$ cat src/rtl/mc_ctrl_pkg.sv
// Shared encodings for the multi-cycle MIPS controller: states, ISA fields and datapath mux selects.
package mc_ctrl_pkg;

   typedef enum logic [3:0] {
      S_RST,
      S_FETCH,
      S_DECODE,
      S_EXEC_R,
      S_EXEC_I,
      S_WB_ALU,
      S_MEM_ADDR,
      S_MEM_RD,
      S_WB_MEM,
      S_MEM_WR,
      S_BRANCH,
      S_JUMP,
      S_HALT
   } state_e;

   localparam logic [5:0] OP_RTYPE = 6'b000000;
   localparam logic [5:0] OP_ORI   = 6'b001101;
   localparam logic [5:0] OP_LUI   = 6'b001111;
   localparam logic [5:0] OP_LW    = 6'b100011;
   localparam logic [5:0] OP_SW    = 6'b101011;
   localparam logic [5:0] OP_BEQ   = 6'b000100;
   localparam logic [5:0] OP_J     = 6'b000010;
   localparam logic [5:0] OP_JAL   = 6'b000011;

   localparam logic [5:0] FN_ADDU  = 6'b100001;
   localparam logic [5:0] FN_SUBU  = 6'b100011;
   localparam logic [5:0] FN_JR    = 6'b001000;

   localparam logic [2:0] EXT_ZERO = 3'b000;
   localparam logic [2:0] EXT_SIGN = 3'b001;
   localparam logic [2:0] EXT_LUI  = 3'b010;

   localparam logic [2:0] ALU_ADD  = 3'b000;
   localparam logic [2:0] ALU_SUB  = 3'b001;
   localparam logic [2:0] ALU_OR   = 3'b010;

   localparam logic [1:0] PC_SEL_PC4 = 2'b00;
   localparam logic [1:0] PC_SEL_BR  = 2'b01;
   localparam logic [1:0] PC_SEL_JMP = 2'b10;
   localparam logic [1:0] PC_SEL_REG = 2'b11;

   localparam logic [1:0] WD_SEL_ALU = 2'b00;
   localparam logic [1:0] WD_SEL_MEM = 2'b01;
   localparam logic [1:0] WD_SEL_PC  = 2'b10;

   localparam logic [1:0] REG_DST_RT = 2'b00;
   localparam logic [1:0] REG_DST_RD = 2'b01;
   localparam logic [1:0] REG_DST_RA = 2'b10;

   localparam logic [1:0] SRCB_B      = 2'b00;
   localparam logic [1:0] SRCB_FOUR   = 2'b01;
   localparam logic [1:0] SRCB_EXT    = 2'b10;
   localparam logic [1:0] SRCB_EXT_SH = 2'b11;

   function automatic state_e decode_next(input logic [5:0] op, input logic [5:0] funct);
      state_e nxt;
      nxt = S_HALT;
      case (op)
         OP_RTYPE: begin
            if (funct == FN_ADDU || funct == FN_SUBU) nxt = S_EXEC_R;
            else if (funct == FN_JR)                  nxt = S_JUMP;
         end
         OP_ORI, OP_LUI: nxt = S_EXEC_I;
         OP_LW, OP_SW:   nxt = S_MEM_ADDR;
         OP_BEQ:         nxt = S_BRANCH;
         OP_J, OP_JAL:   nxt = S_JUMP;
         default:        nxt = S_HALT;
      endcase
      return nxt;
   endfunction

endpackage

$ cat src/rtl/mc_ctrl_wait.sv
// Memory handshake wait counter: counts consecutive stalled cycles and flags the
// MEM_WAIT_MAX-th one so the controller can abandon the access in that same cycle.
module mc_ctrl_wait #(
   parameter int MEM_WAIT_MAX = 15
) (
   input  logic clk_i,
   input  logic rst_ni,
   input  logic stall_i,
   output logic expired_o
);

   localparam int CW = $clog2(MEM_WAIT_MAX + 1);

   logic [CW-1:0] cnt_q, cnt_d;

   // Wait states only self-loop while stalled, so dropping stall_i doubles as the clear on state entry.
   always_comb begin
      cnt_d = '0;
      if (stall_i) cnt_d = cnt_q + 1'b1;
   end

   always_ff @(posedge clk_i or negedge rst_ni) begin
      if (!rst_ni) cnt_q <= '0;
      else         cnt_q <= cnt_d;
   end

   assign expired_o = stall_i && (cnt_q == CW'(MEM_WAIT_MAX - 1));

endmodule

$ cat src/rtl/mc_ctrl.sv
// Multi-cycle MIPS control FSM sequencing PC/IR/GRF/ALU/DM per instruction.
// Optional perf counters (cyc_cnt, instr_cnt) exist only when MC_CTRL_PERF_EN is defined.
module mc_ctrl
   import mc_ctrl_pkg::*;
#(
   parameter int MEM_WAIT_MAX = 15
) (
   input  logic       clk,
   input  logic       reset,
   input  logic [5:0] op,
   input  logic [5:0] funct,
   input  logic       zero,
   input  logic       mem_ready,
   output logic       pc_wr,
   output logic [1:0] pc_sel,
   output logic       ir_wr,
   output logic       mem_rd,
   output logic       mem_wr,
   output logic       i_or_d,
   output logic       reg_wr,
   output logic [1:0] reg_dst,
   output logic [1:0] wd_sel,
   output logic [2:0] ext_op,
   output logic [1:0] alu_src_b,
   output logic [2:0] alu_op,
   output logic       illegal,
   output logic       mem_timeout
`ifdef MC_CTRL_PERF_EN
   ,
   output logic [31:0] cyc_cnt,
   output logic [31:0] instr_cnt
`endif
);

   state_e     state_q, state_d;
   logic [5:0] op_q, funct_q;
   logic       timeout_q, timeout_d;
   logic       stall, wait_expired;

   assign stall = (state_q == S_FETCH || state_q == S_MEM_RD || state_q == S_MEM_WR) && !mem_ready;

   mc_ctrl_wait #(.MEM_WAIT_MAX(MEM_WAIT_MAX)) u_wait (
      .clk_i    (clk),
      .rst_ni   (reset),
      .stall_i  (stall),
      .expired_o(wait_expired)
   );

   always_ff @(posedge clk or negedge reset) begin
      if (!reset) begin
         state_q   <= S_RST;
         op_q      <= '0;
         funct_q   <= '0;
         timeout_q <= 1'b0;
      end else begin
         state_q   <= state_d;
         timeout_q <= timeout_d;
         if (state_q == S_DECODE) begin
            op_q    <= op;
            funct_q <= funct;
         end
      end
   end

   always_comb begin
      state_d   = state_q;
      timeout_d = timeout_q;
      pc_wr     = 1'b0;
      pc_sel    = PC_SEL_PC4;
      ir_wr     = 1'b0;
      mem_rd    = 1'b0;
      mem_wr    = 1'b0;
      i_or_d    = 1'b0;
      reg_wr    = 1'b0;
      reg_dst   = REG_DST_RT;
      wd_sel    = WD_SEL_ALU;
      ext_op    = EXT_ZERO;
      alu_src_b = SRCB_B;
      alu_op    = ALU_ADD;
      illegal   = 1'b0;
      case (state_q)
         S_RST: state_d = S_FETCH;
         S_FETCH: begin
            mem_rd = 1'b1;
            if (mem_ready) begin
               ir_wr     = 1'b1;
               pc_wr     = 1'b1;
               alu_src_b = SRCB_FOUR;
               state_d   = S_DECODE;
            end else if (wait_expired) begin
               timeout_d = 1'b1;
               state_d   = S_HALT;
            end
         end
         S_DECODE: begin
            ext_op    = EXT_SIGN;
            alu_src_b = SRCB_EXT_SH;
            state_d   = decode_next(op, funct);
         end
         S_EXEC_R: begin
            alu_op  = (funct_q == FN_SUBU) ? ALU_SUB : ALU_ADD;
            state_d = S_WB_ALU;
         end
         S_EXEC_I: begin
            // lui relies on A holding $0, so OR passes the shifted immediate through.
            ext_op    = (op_q == OP_LUI) ? EXT_LUI : EXT_ZERO;
            alu_src_b = SRCB_EXT;
            alu_op    = ALU_OR;
            state_d   = S_WB_ALU;
         end
         S_WB_ALU: begin
            reg_wr  = 1'b1;
            reg_dst = (op_q == OP_RTYPE) ? REG_DST_RD : REG_DST_RT;
            state_d = S_FETCH;
         end
         S_MEM_ADDR: begin
            ext_op    = EXT_SIGN;
            alu_src_b = SRCB_EXT;
            state_d   = (op_q == OP_LW) ? S_MEM_RD : S_MEM_WR;
         end
         S_MEM_RD, S_MEM_WR: begin
            mem_rd = (state_q == S_MEM_RD);
            mem_wr = (state_q == S_MEM_WR);
            i_or_d = 1'b1;
            if (mem_ready) begin
               state_d = (state_q == S_MEM_RD) ? S_WB_MEM : S_FETCH;
            end else if (wait_expired) begin
               timeout_d = 1'b1;
               state_d   = S_HALT;
            end
         end
         S_WB_MEM: begin
            reg_wr  = 1'b1;
            wd_sel  = WD_SEL_MEM;
            state_d = S_FETCH;
         end
         S_BRANCH: begin
            alu_op  = ALU_SUB;
            pc_wr   = zero;
            pc_sel  = PC_SEL_BR;
            state_d = S_FETCH;
         end
         S_JUMP: begin
            pc_wr  = 1'b1;
            pc_sel = (op_q == OP_RTYPE) ? PC_SEL_REG : PC_SEL_JMP;
            if (op_q == OP_JAL) begin
               reg_wr  = 1'b1;
               reg_dst = REG_DST_RA;
               wd_sel  = WD_SEL_PC;
            end
            state_d = S_FETCH;
         end
         S_HALT:  illegal = 1'b1;
         default: state_d = S_RST;
      endcase
   end

   assign mem_timeout = timeout_q;

`ifdef MC_CTRL_PERF_EN
   logic [31:0] cyc_q, instr_q;

   always_ff @(posedge clk or negedge reset) begin
      if (!reset) begin
         cyc_q   <= '0;
         instr_q <= '0;
      end else begin
         if (state_q != S_RST && state_q != S_HALT) cyc_q <= cyc_q + 32'd1;
         if (state_d == S_FETCH && state_q != S_FETCH && state_q != S_RST) instr_q <= instr_q + 32'd1;
      end
   end

   assign cyc_cnt   = cyc_q;
   assign instr_cnt = instr_q;
`endif

endmodule
$ cat config.mk
export PLATFORM = sky130hd
export DESIGN_NAME = mc_ctrl
export DESIGN_NICKNAME = d
export VERILOG_FILES = /design/src/rtl/mc_ctrl_pkg.sv /design/src/rtl/mc_ctrl_wait.sv /design/src/rtl/mc_ctrl.sv
export SDC_FILE = /design/constraint.sdc
export NUM_CORES = 1
export LEC_CHECK = 0
export BUFFER_PORTS_ARGS = -buffer_cell sky130_fd_sc_hd__buf_2
export CAP_MARGIN = 20
export CORE_AREA = 2 2 58 60
export DETAILED_ROUTE_END_ITERATION = 10
export DIE_AREA = 0 0 60 62
export PLACE_DENSITY = 0.83
export SKIP_LAST_GASP = 1
export SYNTH_ARGS = -nofsm -noshare
export SYNTH_HDL_FRONTEND = slang
export SYNTH_SLANG_ARGS = --single-unit
$ cat constraint.sdc
create_clock -name clk -period 3.9 [get_ports clk]
set_input_delay 0.78 -clock clk [delete_from_list [all_inputs] [get_ports clk]]
set_output_delay 0.78 -clock clk [all_outputs]
set_load 0.1 [all_outputs]
== After elaboration in Yosys (flattened, before gate mapping) ==
Cells that the tools add are included.
Storage, ports and cells
  register bits after elaboration: 21
  input bits: 16
  output and inout bits: 22
  logic and storage cells: 85
Operators by class
  add/subtract/negate cells: 1
  eq/ne operators: 27
  mux-type cells: 31
  bitwise operators: 1
  reductions and logical operators: 20
Operator list (number)
  == test 6 bit (second input constant): 6
  2-to-1 mux 4 bit: 7
  case mux 4 bit (7 select lines): 1
  == test 4 bit (second input constant): 6
  == test 6 x 4 -> 1 bit (second input constant): 4
  case mux 4 bit (5 select lines): 1
  == test 6 x 2 -> 1 bit (second input constant): 3
  == test 4 x 3 -> 1 bit (second input constant): 4
  case mux 2 bit (2 select lines): 4
  OR reduction 2 bit: 8
  logical NOT 6 bit: 2
  case mux 2 bit (3 select lines): 2
  2-to-1 mux 1 bit: 10
  == test 4 x 2 -> 1 bit (second input constant): 2
  == test 6 x 3 -> 1 bit (second input constant): 1
  OR reduction 5 bit: 1
  adder 4 x 1 -> 4 bit (second input constant): 1
  == test 4 x 1 -> 1 bit (second input constant): 1
  logical NOT 4 bit: 1
  2-to-1 mux 2 bit: 2
  case mux 1 bit (2 select lines): 2
  logical OR 1 bit: 3
  2-to-1 mux 3 bit: 1
  case mux 1 bit (3 select lines): 1
  5 further kinds: 6

== Longest topological paths before layout ==
  depth in word-level cells: 8
  mapped depth: 6
  depth with buffers taken out: 6

== Modules after synthesis ==
From an unflattened synthesis, not the netlist that was laid out.
Second synthesis, totals
  cell total of the unflattened synthesis: 157
  area total of the unflattened synthesis: 1452.6 um^2
Modules (own cells, without submodules)
  mc_ctrl: instances 1, cells each 141, area an instance 1261.2 um^2, seq. area each 425.4 um^2
  mc_ctrl_wait: instances 1, cells each 16, area an instance 191.4 um^2, seq. area each 100.1 um^2

== Least setup slack after synthesis ==
No wires, ideal clock.
  kind: input port to output port
  start point: in mem_ready
  end point: out alu_src_b[0]
  data arrival time: 4713 ps
  data required time: 3120 ps
  setup slack: -1593 ps
  stages: 4
  buffers on the path: 1
  path through: clkbuf_8 inv_1 nor4_1 or2_2
On the way
  longest elaborated chain between the ends: 2
RTL lines
  from (decl): RTL line mc_ctrl.sv:13  | input logic mem_ready,
  2-to-1 mux 1 bit: RTL line mc_ctrl.sv:85  | if (mem_ready) begin
  case mux 2 bit (3 select lines): RTL line mc_ctrl.sv:81  | case (state_q)
  to (decl): RTL line mc_ctrl.sv:24  | output logic [1:0] alu_src_b,
No other way between the ends.

== Final worst setup path ==
  start point: reg state_q[2]
  end point: out ext_op[1]
On the way
  longest elaborated chain between the ends: 3
  elaborated cells on any way between the ends: 5
  classes of those cells: 3 x eq/ne; 1 x mux; 1 x reduce/logical
RTL lines
  from (decl): RTL line mc_ctrl.sv:35  | state_e state_q, state_d;
  from (signal assigned): RTL line mc_ctrl.sv:56  | state_q <= state_d;
  == test 4 x 2 -> 1 bit or == test 4 x 3 -> 1 bit (tied branches): RTL line mc_ctrl.sv:81
  OR reduction 2 bit (no line)
  case mux 2 bit (2 select lines) (*): RTL line mc_ctrl.sv:81
  to (decl): RTL line mc_ctrl.sv:23  | output logic [2:0] ext_op,
Every way passes the cells marked *; elsewhere a longest branch is shown, timed or not.

==> out/results.txt <==
The run finished with clean final reports. The run gives 1069 as the via count of the first global-routing pass. The run gives 765 µW as the power dissipated by switching net loads. Of the post-synthesis cell area, the dominant cell type holds 34.8%. In this run the worst path has a maximum fanout of 17. For this configuration, the core starts out at a cell density of 47.5%.

After floorplanning, the core was divided into 21 placement rows. The number of inserted diodes is 0. At the worst endpoint, the arrival time is 2.35 ns.

The core region is 0.00318 mm². In this run, the number of DRC markers left after iteration 0 of detailed routing was 67. The floorplan step defined a die boundary enclosing 0.00372 mm². The worst setup path is captured at a primary output. The critical path in this run is classified as reg -> out.

The final layout contains routed wiring with a total length of 3010 µm. Predominant post-synthesis flop cell: dfrtp_1. Registers take 526 µm². The count of final hold-check violations was 0.

Worst min-delay path category: in -> async. The endpoint identified for the worst register-to-register timing path is state_q[3]. The total design power is 1.33 mW, and the ratio of final minimum period to clock period is 80.1%. HPWL after detailed placement: 2340 µm. The number of antenna violations at the first check in global routing came out at 0. The signal on the critical path passes through nand2b_4, or3_1, nor4_1, and3_1, buf_2. By area the synthesized netlist is led by dfrtp_1 35%, mux2_2 8.9%, nor2_1 4.5%.

The via density per instance came out at 5.49. The first global-routing pass estimated 4690 µm of wire. The maximum cell stage delay along the critical path was 0.73 ns; the final weighted congestion in routability-driven placement was 0.861.

The fraction of final layout cells with drive strength greater than 1 is 33.7%, and the chip width is 60 µm. The worst register-to-register path begins at state_q[2]. After routing the design area is 0.00170 mm². dfrtp_1 is the most common cell in the netlist.

Registers are responsible for 32.6% of the overall power. Max-cap violations in this run came to 0. Between clock sinks in the finished design, the worst skew comes to 0.00125 ns.

The later pin in the worst-skew pair is clocked with a latency of 0.30 ns. Setup violations remaining at the end of the flow were counted as 0. The count of cell instances traversed by the critical path is 5. The run gives 212 as the net count of the finished layout. Among all stages on the critical path, the largest delay is contributed by dfrtp_1. The worst setup path is launched from a register. After detailed routing, the number of remaining DRC violations is 0. In the final routed layout, each cell accounts on average for 12.6 µm. The clock period minus final worst setup slack is 3.13 ns.

Grouping stages by cell kind, the critical path spends the most delay in simple AND/OR/NAND/NOR gates. The run gives 0 as the number of pins with negative max-slew slack in the final report. The synthesized design spends more area on one cell type than any other, namely dfrtp_1. Setup repair after global routing left no endpoint under its margin.

The worst path buffer plus inverter count came out at 1. The transition time at the pin with the least slew margin is 0.586 ns. The fraction of the yosys area taken by sequential cells is 34.8%, and the post-CTS repair timing setup buffer count is 0.

Combinational cells account for 59.6% of the total power. Number of synthesized register bits: 21. The total overflow left after global routing is 0. The total global routing track utilization came out at 16.8%. The number of synthesis warnings is 0, and the instance count of the mapped netlist is 164. In the final layout, the multi-input gates occupy 880 µm².

For this block, the via count after detailed routing is 1312. The count of buffers from port buffering is 35, and the worst ir drop on vdd is 0.351 mV. Root buffer cell: clkbuf_4. For the number of buffers on the longest clock path, the log shows 2. Summing all placed instances gives a cell area of 0.00167 mm². The highest clock frequency the design can meet was 0.320 GHz. For the final routed database, the setup TNS stands at 0 ns.

In this run, post-CTS hold repair placed 0 buffers. TritonCTS created 3 clock buffers. Entering global routing, the biggest net connects 22 pins. Headroom to the max-slew limit came out at 60.9%. The internal reg-to-reg setup slack is 2.10 ns, and the first-pass iteration count of the detailed router is 4. The mean cell area of the mapped netlist is 9.21 µm², and the die extent in y is 62 µm.

Of all flip-flops after synthesis, the portion carrying an async set or reset was 100%. For the internal power of the cells, the log shows 569 µW. TritonCTS built the clock tree. The tools report the launch point of the critical path as state_q[2].

At the worst endpoint, the required time is 3.12 ns. In this run the count of I/O pins placed on the die edge is 38. In the synthesized netlist, the cells that appear most often are 21 x dfrtp_1, 18 x nor2_1, 12 x mux2_2, 10 x nor3_1, 8 x a21oi_1. The switching share of total power is 57.3%, and the relative contribution of the clock network to total power is 7.7%.

The clock drives 21 sinks. The count of cells along the worst register-to-register path came out at 4. Number of unique standard cell types used by synthesis: 50.

The tools report the capture point of the worst path as ext_op[1]. In this run the static leakage power is 0.785 nW. The logs give 0.00151 mm² for the synthesized area and 1 for the number of H-tree levels.

The area added between synthesis and finish came out at 12.3%. The synthesized design contains 0 enable-type register cells. The count of nets left with antenna violations once routing finished came out at 0. For the post-cts sizing count, the log shows 0. The clock-pin slew on the worst setup and hold paths was 0.11 ns; the filler cell count in the final layout was 297. Dividing total power by cell area gives a power density of 787 mW/mm².
-- power by group through the flow --
stage / registers, mW / logic, mW / clock network [mW]
2_1_floorplan: 0.356 / 0.777 / 0
5_1_grt: 0.456 / 0.844 / 0.117
6_report: 0.435 / 0.796 / 0.103
3_3_place_gp: 0.436 / 0.792 / 0
4_1_cts: 0.433 / 0.799 / 0.110
3_5_place_dp: 0.439 / 0.798 / 0
-- layout make-up --
type / instances / share of cell area (%)
multi-input cells: 126 / 51.9
repair buffers: 36 / 10.8
well taps: 46 / 3.39
inverters: 6 / 1.33
clock buffers: 3 / 1.33
clock inverters: 1 / 0.295
flip-flops and latches: 21 / 31.0
-- metrics by stage --
| step | instances | utilization [%] | hold WS, ns | setup slack [ns] |
|---|---|---|---|---|
| finish | 239 | 53.3 | 0.405 | 0.775 |
| global route | 239 | 53.3 | 0.420 | 0.603 |
| CTS | 239 | 53.3 | 0.409 | 0.744 |
| detailed placement | 235 | 52.5 | 0.463 | 1.11 |
| global placement | 235 | 52.5 | 0.462 | 1.15 |
| floorplan | 165 | - | 0.454 | -0.288 |
-- worst min path at each step --
stage	cells after the start	slack, ns	from	end
2_1_floorplan	1	0.45	u_wait.cnt_q[0]	u_wait.cnt_q[0]
3_3_place_gp	1	0.46	mem_timeout	mem_timeout
3_5_place_dp	1	0.46	mem_timeout	mem_timeout
4_1_cts	1	0.41	reset	u_wait.cnt_q[0]
5_1_grt	1	0.42	reset	u_wait.cnt_q[0]
6_report	1	0.41	reset	u_wait.cnt_q[0]
-- routing by layer --
metal  share of wire, %  vias up  global-route usage (%)
li1                   -      656                       -
met1                 45      605                    23.9
met2                 46       45                    24.5
met3                7.0        6                    2.90
met4                1.7        0                    8.89
met5                  0        -                       0
-- cells by family after synthesis --
logic type / after synthesis / share of synthesized area, %
adder cells (fa/ha/maj): 2 / 1.66
buffers and inverters: 18 / 7.95
other: 1 / 0.248
AND/OR/NAND/NOR: 72 / 28.0
XOR/XNOR: 2 / 1.16
flip-flops: 21 / 34.8
AO/OA/AOI/OAI: 36 / 17.2
multiplexers: 12 / 8.95
-- flip-flops by register name, summed over array words and instances, names as in the netlist --
signal	cells
funct_q	6
op_q	6
u_wait.cnt_q	4
state_q	4
mem_timeout	1
-- cell usage in the layout, fill, tap and decap left out, types with 2 or more instances in the layout --
cell type   n
o211ai_1    2
nand2_1     7
ha_1        2
a221o_1     2
conb_1      2
o31ai_1     2
o32ai_1     2
nor4b_1     2
o21ai_0     3
o221ai_1    2
clkbuf_4    3
nor2_1     18
nand3_1     6
nor3_1      9
nand2b_1    5
dfrtp_1    21
nand2b_4    3
inv_1       6
mux2_2     12
buf_2      35
a21oi_1     8
o21a_1      4
or2_2       5
nand4b_1    2
or3_1       3
-- worst reg2reg max path, stage by stage (launching register included) --
cell and delay, ns:
dfrtp_1 0.73, nand2b_1 0.31, or2_2 0.17, o221ai_1 0.13, a221o_1 0.36
Note: power is estimated with default switching activity, not from simulation.
